**config.mk**
```make
export PLATFORM = sky130hd
export DESIGN_NAME = pixel_coord_gen
export DESIGN_NICKNAME = d
export VERILOG_FILES = /design/src/rtl/pixel_coord_gen.sv
export SDC_FILE = /design/constraint.sdc
export NUM_CORES = 1
export LEC_CHECK = 0
export BUFFER_PORTS_ARGS = -buffer_cell sky130_fd_sc_hd__buf_2
export CAP_MARGIN = 20
export CORE_ASPECT_RATIO = 2
export CORE_MARGIN = 2
export CORE_UTILIZATION = 25
export DETAILED_ROUTE_END_ITERATION = 10
export SLEW_MARGIN = 20
export SYNTH_ARGS = -nofsm -noshare
export SYNTH_HDL_FRONTEND = slang
export SYNTH_SLANG_ARGS = --single-unit
```
**constraint.sdc**
```tcl
create_clock -name clk -period 2.35 [get_ports clk]
set_input_delay 0.235 -clock clk [delete_from_list [all_inputs] [get_ports clk]]
set_output_delay 0.235 -clock clk [all_outputs]
set_load 0.05 [all_outputs]
```
**src/rtl/pixel_coord_gen.sv**
```systemverilog
// Raster-scan pixel coordinate source with a valid/ready handshake.
// Walks a SCREEN_WIDTH x SCREEN_HEIGHT frame left-to-right, top-to-bottom,
// and emits integer coordinates, a linear index and line/frame flags.
//
// Handshake: coords_valid/coords_ready. A beat transfers on a rising edge
// where both are high. Once coords_valid is high it stays high, and all
// data and flags stay stable, until the beat transfers. The only exceptions
// are abort and reset, which drop coords_valid without a transfer.

`ifndef SCREEN_WIDTH
`define SCREEN_WIDTH 640
`endif
`ifndef SCREEN_HEIGHT
`define SCREEN_HEIGHT 480
`endif

module pixel_coord_gen #(
  parameter int SCREEN_WIDTH  = `SCREEN_WIDTH,
  parameter int SCREEN_HEIGHT = `SCREEN_HEIGHT,
  parameter int X_W           = $clog2(SCREEN_WIDTH),
  parameter int Y_W           = $clog2(SCREEN_HEIGHT),
  parameter int IDX_W         = $clog2(SCREEN_WIDTH * SCREEN_HEIGHT)
) (
  input  logic             clk,
  input  logic             rst,
  input  logic             start,
  input  logic             continuous,
  input  logic             abort,
  input  logic             coords_ready,
  output logic [31:0]      screen_x,
  output logic [31:0]      screen_y,
  output logic             coords_valid,
  output logic [X_W-1:0]   pixel_x,
  output logic [Y_W-1:0]   pixel_y,
  output logic [IDX_W-1:0] pixel_idx,
  output logic             sol,
  output logic             eol,
  output logic             sof,
  output logic             eof,
  output logic             busy,
  output logic             frame_done,
  output logic             dbg_state
);

  typedef enum logic {
    S_IDLE = 1'b0,
    S_RUN  = 1'b1
  } state_t;

  localparam logic [X_W-1:0] X_LAST = X_W'(SCREEN_WIDTH - 1);
  localparam logic [Y_W-1:0] Y_LAST = Y_W'(SCREEN_HEIGHT - 1);

  state_t           state, state_nxt;
  logic [X_W-1:0]   x_q, x_nxt;
  logic [Y_W-1:0]   y_q, y_nxt;
  logic [IDX_W-1:0] idx_q, idx_nxt;
  logic             valid_q, valid_nxt;
  logic             done_q, done_nxt;

  logic accept;
  logic at_eol;
  logic at_last;

  assign accept  = valid_q & coords_ready;
  assign at_eol  = (x_q == X_LAST);
  assign at_last = at_eol & (y_q == Y_LAST);

  // State and counter registers; async reset clears everything, no frame_done.
  always_ff @(posedge clk or negedge rst) begin
    if (!rst) begin
      state   <= S_IDLE;
      x_q     <= '0;
      y_q     <= '0;
      idx_q   <= '0;
      valid_q <= 1'b0;
      done_q  <= 1'b0;
    end else begin
      state   <= state_nxt;
      x_q     <= x_nxt;
      y_q     <= y_nxt;
      idx_q   <= idx_nxt;
      valid_q <= valid_nxt;
      done_q  <= done_nxt;
    end
  end

  // Next-state: start/abort control, raster stepping on accepted beats.
  always_comb begin
    state_nxt = state;
    x_nxt     = x_q;
    y_nxt     = y_q;
    idx_nxt   = idx_q;
    valid_nxt = valid_q;
    done_nxt  = 1'b0;
    case (state)
      S_IDLE: begin
        // abort has priority over start while idle
        if (!abort && start) begin
          state_nxt = S_RUN;
          x_nxt     = '0;
          y_nxt     = '0;
          idx_nxt   = '0;
          valid_nxt = 1'b1;
        end
      end
      S_RUN: begin
        if (abort) begin
          // a beat transferring on this edge is simply consumed
          state_nxt = S_IDLE;
          x_nxt     = '0;
          y_nxt     = '0;
          idx_nxt   = '0;
          valid_nxt = 1'b0;
        end else if (accept) begin
          if (at_last) begin
            done_nxt = 1'b1;
            x_nxt    = '0;
            y_nxt    = '0;
            idx_nxt  = '0;
            if (!continuous) begin
              state_nxt = S_IDLE;
              valid_nxt = 1'b0;
            end
          end else if (at_eol) begin
            x_nxt   = '0;
            y_nxt   = y_q + Y_W'(1);
            idx_nxt = idx_q + IDX_W'(1);
          end else begin
            x_nxt   = x_q + X_W'(1);
            idx_nxt = idx_q + IDX_W'(1);
          end
        end
      end
      default: begin
        state_nxt = S_IDLE;
        valid_nxt = 1'b0;
      end
    endcase
  end

  // Output decode: data straight from counters, flags qualified by valid.
  always_comb begin
    screen_x     = {{(32 - X_W){1'b0}}, x_q};
    screen_y     = {{(32 - Y_W){1'b0}}, y_q};
    pixel_x      = x_q;
    pixel_y      = y_q;
    pixel_idx    = idx_q;
    coords_valid = valid_q;
    sol          = valid_q & (x_q == '0);
    eol          = valid_q & at_eol;
    sof          = valid_q & (x_q == '0) & (y_q == '0);
    eof          = valid_q & at_last;
    busy         = (state == S_RUN);
    frame_done   = done_q;
    dbg_state    = state;
  end

endmodule

```
== Word level (Yosys, flattened, before mapping) ==
Cells that the tools add are included.
Storage, ports and cells
  register bits: 41
Cells by class
  reductions and logical operators: 7
  mux-type cells: 33
  equality and inequality tests: 7
  add/sub/neg operators: 3
  bitwise operators: 7
Operators with widths (number)
  19-bit two-way mux: 4
  10-bit two-way mux: 5
  9-bit two-way mux: 5
  19-bit case mux with 2 select lines: 1
  10-bit case mux with 2 select lines: 1
  19-bit by 1-bit adder with 19-bit output, second input constant: 1
  9-bit case mux with 2 select lines: 1
  1-bit two-way mux: 14
  10-bit by 1-bit adder with 10-bit output, second input constant: 1
  10-bit == test, second input constant: 1
  10-bit logical NOT: 1
  9-bit by 1-bit adder with 9-bit output, second input constant: 1
  9-bit == test, second input constant: 1
  9-bit logical NOT: 1
  1-bit AND: 6
  3-bit by 2-bit != test with 1-bit output, second input constant: 2
  4-bit by 2-bit != test with 1-bit output, second input constant: 1
  1-bit case mux with 2 select lines: 2
  4-bit AND reduction: 1
  3-bit != test, second input constant: 1
  3-bit AND reduction: 1
  2-bit != test, second input constant: 1
  2-bit AND reduction: 1
  1-bit logical AND: 1
  other kinds (2): 2

== Longest topological paths before layout ==
Gate-level depths: netlist (run 1).
  depth after elaboration: 6
  mapped depth: 8
  depth with buffers taken out: 6

== Least setup slack after synthesis (run 1) ==
No wires, ideal clock.
  path kind: register to output
  start point: reg x_q[4], in the netlist pixel_x[4]
  end point: out sof
  arrival time: 3.360 ns
  stages on the path, launching flop included: 4
  slack: -1.245 ns
  path buffers: 0
  path through: dfrtp_1 > or4_1 > nor4_1 > and3_1
On the way
  word-level cells in the longest chain between the ends: 3
RTL lines
  from (decl): RTL line 54  | logic [X_W-1:0] x_q, x_nxt;
  from (signal assigned): RTL line 79  | x_q <= x_nxt;
  10-bit logical NOT
  1-bit AND
  net sol: RTL line 36  | output logic sol,
  1-bit AND: RTL line 151  | sof = valid_q & (x_q == '0) & (y_q == '0);
  to (decl): RTL line 38  | output logic sof,
The timed path passes the listed nets, and every way through them passes these cells.

== Final worst setup path (run 1) ==
  start point: reg x_q[2], in the netlist pixel_x[2]
  end point: out sof
On the way
  word-level cells in the longest chain between the ends: 3
RTL lines (RTL line)
  10-bit logical NOT: 151
  1-bit AND (2 in series): 151
No other way between the ends.

==> out/metrics.yaml, run 1 <==
io_buffers: 70
ys_async_sr_fraction_pct: 100
worstSetupStartpointType: "flip-flop"
ant_nets: 0
overflow: 0
holdWs_ps: -11.3
wl_um: 7410
cts_hold_buf: 0
cts_buffers: 5
worstPathMaxFanout: 8
synth_flop_cell: "dfrtp_1"
yosys-top-cells-area: "dfrtp_1, buf_4, nor2_1"
fp.coreArea_mm2: 0.0109
synth_area_mm2: 0.00278
dr.pass1.iters: 4
violations: "hold timing"
period_minus_slack_ps: 2250
synth_area_leader_cell: "dfrtp_1"
gp_congestion: 0.939
grt.total_usage_pct: 12.3
syn_to_final_growth_pct: 16.6
finalPower_uw: 2000
drc: 0
holdCritPathClass: "primary input to async pin"
nNetsFinal: 384
cts_sinks: 41
diodes: 0
synth-edff-count: 0
worst_ep_arrival_time_ps: 2020
tightestPinTransition_ps: 685
yosys.area.top_type_share_pct: 36.9
drtIter0Drc: 139
cts_tree: "done"
clk_pin_slew_ps: 60
htreeDepth: 2
synthMostInstantiatedCell: "buf_4"
cts-root-buf: "clkbuf_16"
dp_hpwl_um: 5820
p_int_uw: 1380
clockBufferDepth: 2
num_rows: 54
vdd_drop_max_mv: 0.435
netlist_instances: 314
seq_area_frac_synth_pct: 36.9
fin_skew_ps: 4.45
fillers: 1168
drive_gt1_share_pct: 28.6
p_leak_uw: 0.00165
yosysWarnings: 0
cts_resized: 0
post_cts_buffers: 0
rsz0062_at_grt: "false"
finalCritPeriodShare_pct: 95.8
synth.avg_cell_area_um2: 8.85
wl_per_cell_um: 14.4
power_frac_seq_pct: 36.2
cp-end-kind: "output pin"
grt_pass1_vias: 2183
swShare_pct: 30.9
max_cap_viol_count: 0
postSynthRegisterBits: 41
start_util_pct: 25.5
fmax_mhz: 444
die_w_um: 78.6
io_pins: 116
reg2reg_slack_ps: 230
grt_max_degree: 31
finalSetupViolations: 0
status: "finished with violations"
via_count: 2332
power_frac_comb_pct: 19.3
cp.required_ps: 2120
drv_slew: 0
power.switching_uw: 617
clock_latency_ps: 280
die_area_mm2: 0.0120
relSlewSlack_pct: 54.3
ys_types: 52
utilization_pct: 29.8
clkPwrFrac_pct: 44.5
die_h_um: 153
final-hold-violation-count: 12
antenna_found_initial: 0
power_density_mw_per_mm2: 616
grt_pass1_wl_um: 11700
vias_per_cell: 4.54
netlist_top_cells_count: "buf_4, dfrtp_1, nor2_1"
path_class: "flip-flop to output pin"
flip-flops by register name, indices dropped and copies added (netlist names):
signal,count
pixel_y,9
pixel_idx,19
busy,1
pixel_x,10
frame_done,1
coords_valid,1
layout by cell type, fill, tap and decap left out, types with 5 or more instances in the layout:
master,netlist,routed
and3_1,7,6
buf_2,5,70
buf_4,65,11
clkbuf_16,0,5
conb_1,1,45
dfrtp_1,41,37
ha_1,5,5
inv_1,9,9
nand2_1,23,23
nand3_1,20,20
nand4_1,9,9
nor2_1,32,32
nor3_1,7,7
o21ai_0,14,14
xnor2_1,8,8
xor2_1,10,10
cell families after synthesis:
family | share of synthesized area [%]
compound gates | 10.2
xor+xnor | 5.67
fa+ha+maj | 2.25
buf+inv | 20.4
flops | 36.9
mux | 0.360
other cells | 0.135
simple gates | 24.1
final cells by class:
class | count | area [um2] | share of cell area, %
timing repair buffer | 81 | 433 | 13.4
tap | 140 | 175 | 5.41
inverter | 9 | 33.8 | 1.04
clock buffer | 5 | 125 | 3.86
sequential | 41 | 1030 | 31.8
multi-input combinational | 235 | 1380 | 42.5
clock inverter | 3 | 65.1 | 2.01
routing by layer:
| metal | GRT usage (%) | up-vias | wire length [um] |
|---|---|---|---|
| li1 | - | 1088 | - |
| met1 | 14.0 | 1126 | 2770 |
| met2 | 23.1 | 106 | 4080 |
| met3 | 1.71 | 12 | 426 |
| met4 | 3.43 | 0 | 137 |
| met5 | 0 | - | 0 |
per-stage QoR:
stage          setup TNS [ps]  setup WS, ps  cell area [um2]  instances
2_1_floorplan           -32.7         -32.7             2970        358
3_3_place_gp                0           281             3030        504
3_5_place_dp                0           261             3030        504
4_1_cts                     0          78.2             3220        512
5_1_grt                     0          20.7             3240        514
6_report                    0          99.2             3240        514
worst max-delay path, cell delays in order, from the launching register on:
cell	delay [ps]
dfrtp_2	470
or4_4	570
nor4_4	240
and3_4	200
buf_2	250
power groups by stage:
stage | clock (uW) | combinational [uW] | sequential, uW
global route | 931 | 407 | 723
finish | 889 | 385 | 722
CTS | 899 | 388 | 723
detailed placement | 0 | 387 | 736
floorplan | 0 | 341 | 767
global placement | 0 | 386 | 735
worst paths after layout:
kind                               startpoint             to  depth (start not counted)
worst min register to register  pixel_idx[18]  pixel_idx[18]                          2
worst min-delay path                      rst     pixel_x[2]                          1
worst max-delay path               pixel_x[2]            sof                          4
max in group asynchronous                 rst   pixel_idx[6]                          2
worst max register to register     pixel_x[0]  pixel_idx[13]                          7
min in group clk                        abort           busy                          2
No activity file was read; power rests on OpenSTA's default activity.
==> inputs of run 2 (changes only) <==
- CORE_UTILIZATION: 25 -> 49
- PLACE_DENSITY: not set -> 0.81
- TNS_END_PERCENT: not set -> 1
==> out/metrics.yaml, run 2 (same netlist as run 1, synthesis figures left out) <==
worstSetupStartpointType: "flip-flop"
vdd_drop_max_mv: 0.367
wl_um: 6730
worstPathMaxFanout: 8
grt_max_degree: 42
fin_ws_ps: 53.3
final_cell_mix: "buf_2, conb_1, dfrtp_1, nor2_1, nand2_1"
final-hold-violation-count: 0
grt_pass1_wl_um: 10700
fin_skew_ps: 7.33
power_frac_seq_pct: 46.3
largest_register_ffs: 19
finalCritPeriodShare_pct: 97.7
clk_pin_slew_ps: 80
cts_hold_buf: 0
pre_cts_ws_ps: 261
fmax_mhz: 435
clkPwrFrac_pct: 28.8
ant_nets: 0
p_leak_uw: 0.00159
start_util_pct: 50.8
max_cap_viol_count: 0
clockBufferDepth: 2
design_area_mm2: 0.00302
io_pins: 116
io_buffers: 70
relSlewSlack_pct: 38.2
fp.coreArea_mm2: 0.00547
vias_per_cell: 5.43
diodes: 0
power_frac_comb_pct: 24.9
swShare_pct: 36.8
dr.pass1.iters: 4
dp_hpwl_um: 5100
cts-root-buf: "clkbuf_8"
num_rows: 38
cts_sinks: 41
place_area_mm2: 0.00293
antenna_found_initial: 0
drtIter0Drc: 94
die_h_um: 111
power.switching_uw: 573
drc: 0
rsz0062_at_grt: "false"
worst_ep_arrival_time_ps: 2060
dpl.cell_count: 423
holdCritPathClass: "primary input to async pin"
cp.required_ps: 2120
grt_pass1_vias: 2248
power_density_mw_per_mm2: 515
die_area_mm2: 0.00633
final_cells: 433
overflow: 0
status: "complete, no violations"
finalSetupTns_ps: 0
htreeDepth: 2
nNetsFinal: 383
via_count: 2353
layout_commonest_cell: "buf_2"
tightestPinTransition_ps: 928
path_class: "flip-flop to output pin"
cts_buffers: 5
cp-end-kind: "output pin"
cts_tree: "done"
drv_slew: 0
gp_congestion: 0.976
grt.total_usage_pct: 21.4
die_w_um: 57.3
drive_gt1_share_pct: 27.6
finalSetupViolations: 0
utilization_pct: 55.3
period_minus_slack_ps: 2300
p_int_uw: 985
wl_per_cell_um: 15.5
clock_latency_ps: 290
syn_to_final_growth_pct: 8.82
[run 2: cell types whose count changed in the layout (fill, tap and decap cells not counted)]
cell,before,now
buf_2,70,69
bufinv_16,2,0
clkbuf_1,0,3
clkbuf_16,5,0
clkbuf_8,0,5
clkinv_2,1,0
[run 2: repair_timing]
action	in CTS	in global routing
gates cloned	0	0
resized for setup	1	0
endpoints found under the setup margin	1	2
buffers inserted	0	2
pin swaps	0	1
[run 2: worst max-delay path: stages, from the launching register on]
cell	delay, ps
dfrtp_2	460
or4_4	570
nor4_4	310
and3_4	230
buf_4	190
[run 2: layer usage]
metal | wire length (um) | vias up | GRT usage [%]
li1 | - | 1085 | -
met1 | 2300 | 1136 | 21.2
met2 | 3840 | 114 | 41.3
met3 | 366 | 18 | 3.28
met4 | 220 | 0 | 9.30
met5 | 0 | - | 0
[run 2: power by group through the flow]
| stage | Combinational [uW] | Sequential (uW) | Clock (uW) |
|---|---|---|---|
| floorplan | 341 | 767 | 0 |
| global placement | 382 | 734 | 0 |
| detailed placement | 385 | 736 | 0 |
| CTS | 388 | 721 | 461 |
| global route | 408 | 723 | 491 |
| finish | 388 | 721 | 449 |
[run 2: area by class of cell]
type,instances,area (um2)
sequential,41,1030
fill,529,2440
multi-input combinational,235,1380
timing repair buffer,80,428
tap,60,75.1
inverter,9,33.8
clock buffer,8,80.1
[run 2: worst paths after layout]
check	start	end	slack, ps	depth (start not counted)
max	pixel_x[2]	sof	50	4
min	rst	pixel_x[1]	80	1
max reg2reg	pixel_x[1]	pixel_y[8]	220	6
min reg2reg	pixel_x[6]	pixel_x[6]	550	1
max in group asynchronous	rst	pixel_x[5]	1640	1
min in group clk	abort	busy	140	2
[run 2: metrics by stage]
stage	total power (uW)	hold WS [ps]
floorplan	1110	-60.6
global placement	1120	417
detailed placement	1120	431
CTS	1570	112
global route	1620	140
finish	1560	77.5
==> inputs of run 3 (changes only) <==
- CORE_UTILIZATION: 49 -> 44
- PLACE_DENSITY: 0.81 -> 0.77
- clock period: 2.35 -> 2.1 ns (I/O delays scaled with it)
==> out/metrics.yaml, run 3 (same netlist as run 1, synthesis figures left out) <==
syn_to_final_growth_pct: 16.3
drv_slew: 0
final-hold-violation-count: 15
slowest_delay_ps: 570
cts_hold_buf: 0
rsz0062_at_grt: "true"
relSlewSlack_pct: 64.0
gp_congestion: 0.850
fp.coreArea_mm2: 0.00621
vdd_drop_max_mv: 0.428
path_class: "flip-flop to output pin"
diodes: 0
reg2reg_from: "pixel_x[8]"
reg2reg_to: "pixel_y[8]"
cts_buffers: 5
fin_skew_ps: 4.51
clockBufferDepth: 2
drc: 0
clock_latency_ps: 280
worstPathMaxFanout: 8
grt_max_degree: 42
cp.required_ps: 1890
finalSetupTns_ps: 0
clk_pin_slew_ps: 60
power_density_mw_per_mm2: 612
worst_ep_arrival_time_ps: 1860
reg2reg_depth: 5
status: "finished with violations"
tightestPinTransition_ps: 540
vias_per_cell: 4.81
finalPower_uw: 1980
nNetsFinal: 396
wl_per_cell_um: 12.8
cts_tree: "done"
overflow: 0
dpl.cell_count: 458
grt_pass1_wl_um: 9780
drtIter0Drc: 136
period_minus_slack_ps: 2070
wl_um: 6050
largest_register_ffs: 19
violations: "hold timing"
cp-end-kind: "output pin"
layout_commonest_cell: "buf_2"
htreeDepth: 2
drive_gt1_share_pct: 30.6
final_cell_mix: "buf_2, conb_1, dfrtp_1, nor2_1, buf_4"
max_cap_viol_count: 0
grt_pass1_vias: 1989
cts_sinks: 41
p_leak_uw: 0.00170
via_count: 2264
holdCritPathClass: "primary input to async pin"
reg2reg_slack_ps: 100
dp_hpwl_um: 4300
io_buffers: 70
io_pins: 116
worstSetupStartpointType: "flip-flop"
final_cells: 471
finalCritPeriodShare_pct: 98.5
cts-root-buf: "clkbuf_16"
fillers: 586
crit_slowest_cell: "or4_4"
finalSetupViolations: 0
fmax_mhz: 484
start_util_pct: 44.8
antenna_found_initial: 0
holdWs_ps: -15.7
num_rows: 41
crit_path_cell_trace: "or4_4 > nor4_4 > and3_4 > buf_8"
grt.total_usage_pct: 18.0
die_w_um: 60.2
ant_nets: 0
dr.pass1.iters: 4
die_area_mm2: 0.00701
die_h_um: 116
==> run 3: metal layers <==
metal / global-route usage, % / share of wire, %
met1: 26.8 / 45
met4: 4.00 / 0.89
met2: 27.2 / 49
met5: 0 / 0
met3: 3.21 / 5.2
==> run 3: layout make-up <==
cell class	count	area, um2	area share (%)
multi-input cells	235	1380	42.6
flip-flops and latches	41	1030	31.9
repair buffers	93	548	17.0
clock buffers	6	129	3.99
well taps	86	108	3.33
inverters	9	33.8	1.04
clock inverters	1	5.00	0.155
==> run 3: power by group <==
| part | switching (uW) | internal, uW |
|---|---|---|
| clock | 290 | 432 |
| combinational | 362 | 82.8 |
| sequential | 12.5 | 799 |
| total | 664 | 1310 |
==> run 3: worst max-delay path, delay by kind of cell, from the launching register on <==
kind	cells	cell delay, ps
DFF	1	450
buffers and inverters	1	140
and+or+nand+nor	3	990
==> run 3: repair_timing <==
action / CTS / global route
pin swaps: 2 / 4
endpoints found under the hold margin: 0 / 0
setup endpoints to repair: 4 / 6
gates resized for setup: 4 / 1
setup buffers: 0 / 6
==> run 3: worst max path at each step <==
stage                 end  depth (start not counted)        from
3_5_place_dp   pixel_y[8]                          6  pixel_x[0]
4_1_cts               sof                          4  pixel_x[2]
2_1_floorplan         sof                          3  pixel_x[2]
6_report              sof                          4  pixel_x[3]
3_3_place_gp          sof                          4  pixel_x[2]
5_1_grt               eof                          6  pixel_y[0]
==> run 3: per-stage QoR <==
| stage | setup WS, ps | instance area, um2 | hold slack [ps] | util [%] |
|---|---|---|---|---|
| global route | -73.2 | 3230 | 49.9 | 52.1 |
| detailed placement | 88.7 | 3040 | 315 | 49.0 |
| floorplan | -258 | 2970 | -85.6 | - |
| CTS | 3.94 | 3190 | 9.40 | 51.3 |
| finish | 31.8 | 3230 | -15.7 | 52.1 |
| global placement | 161 | 3040 | 309 | 49.0 |
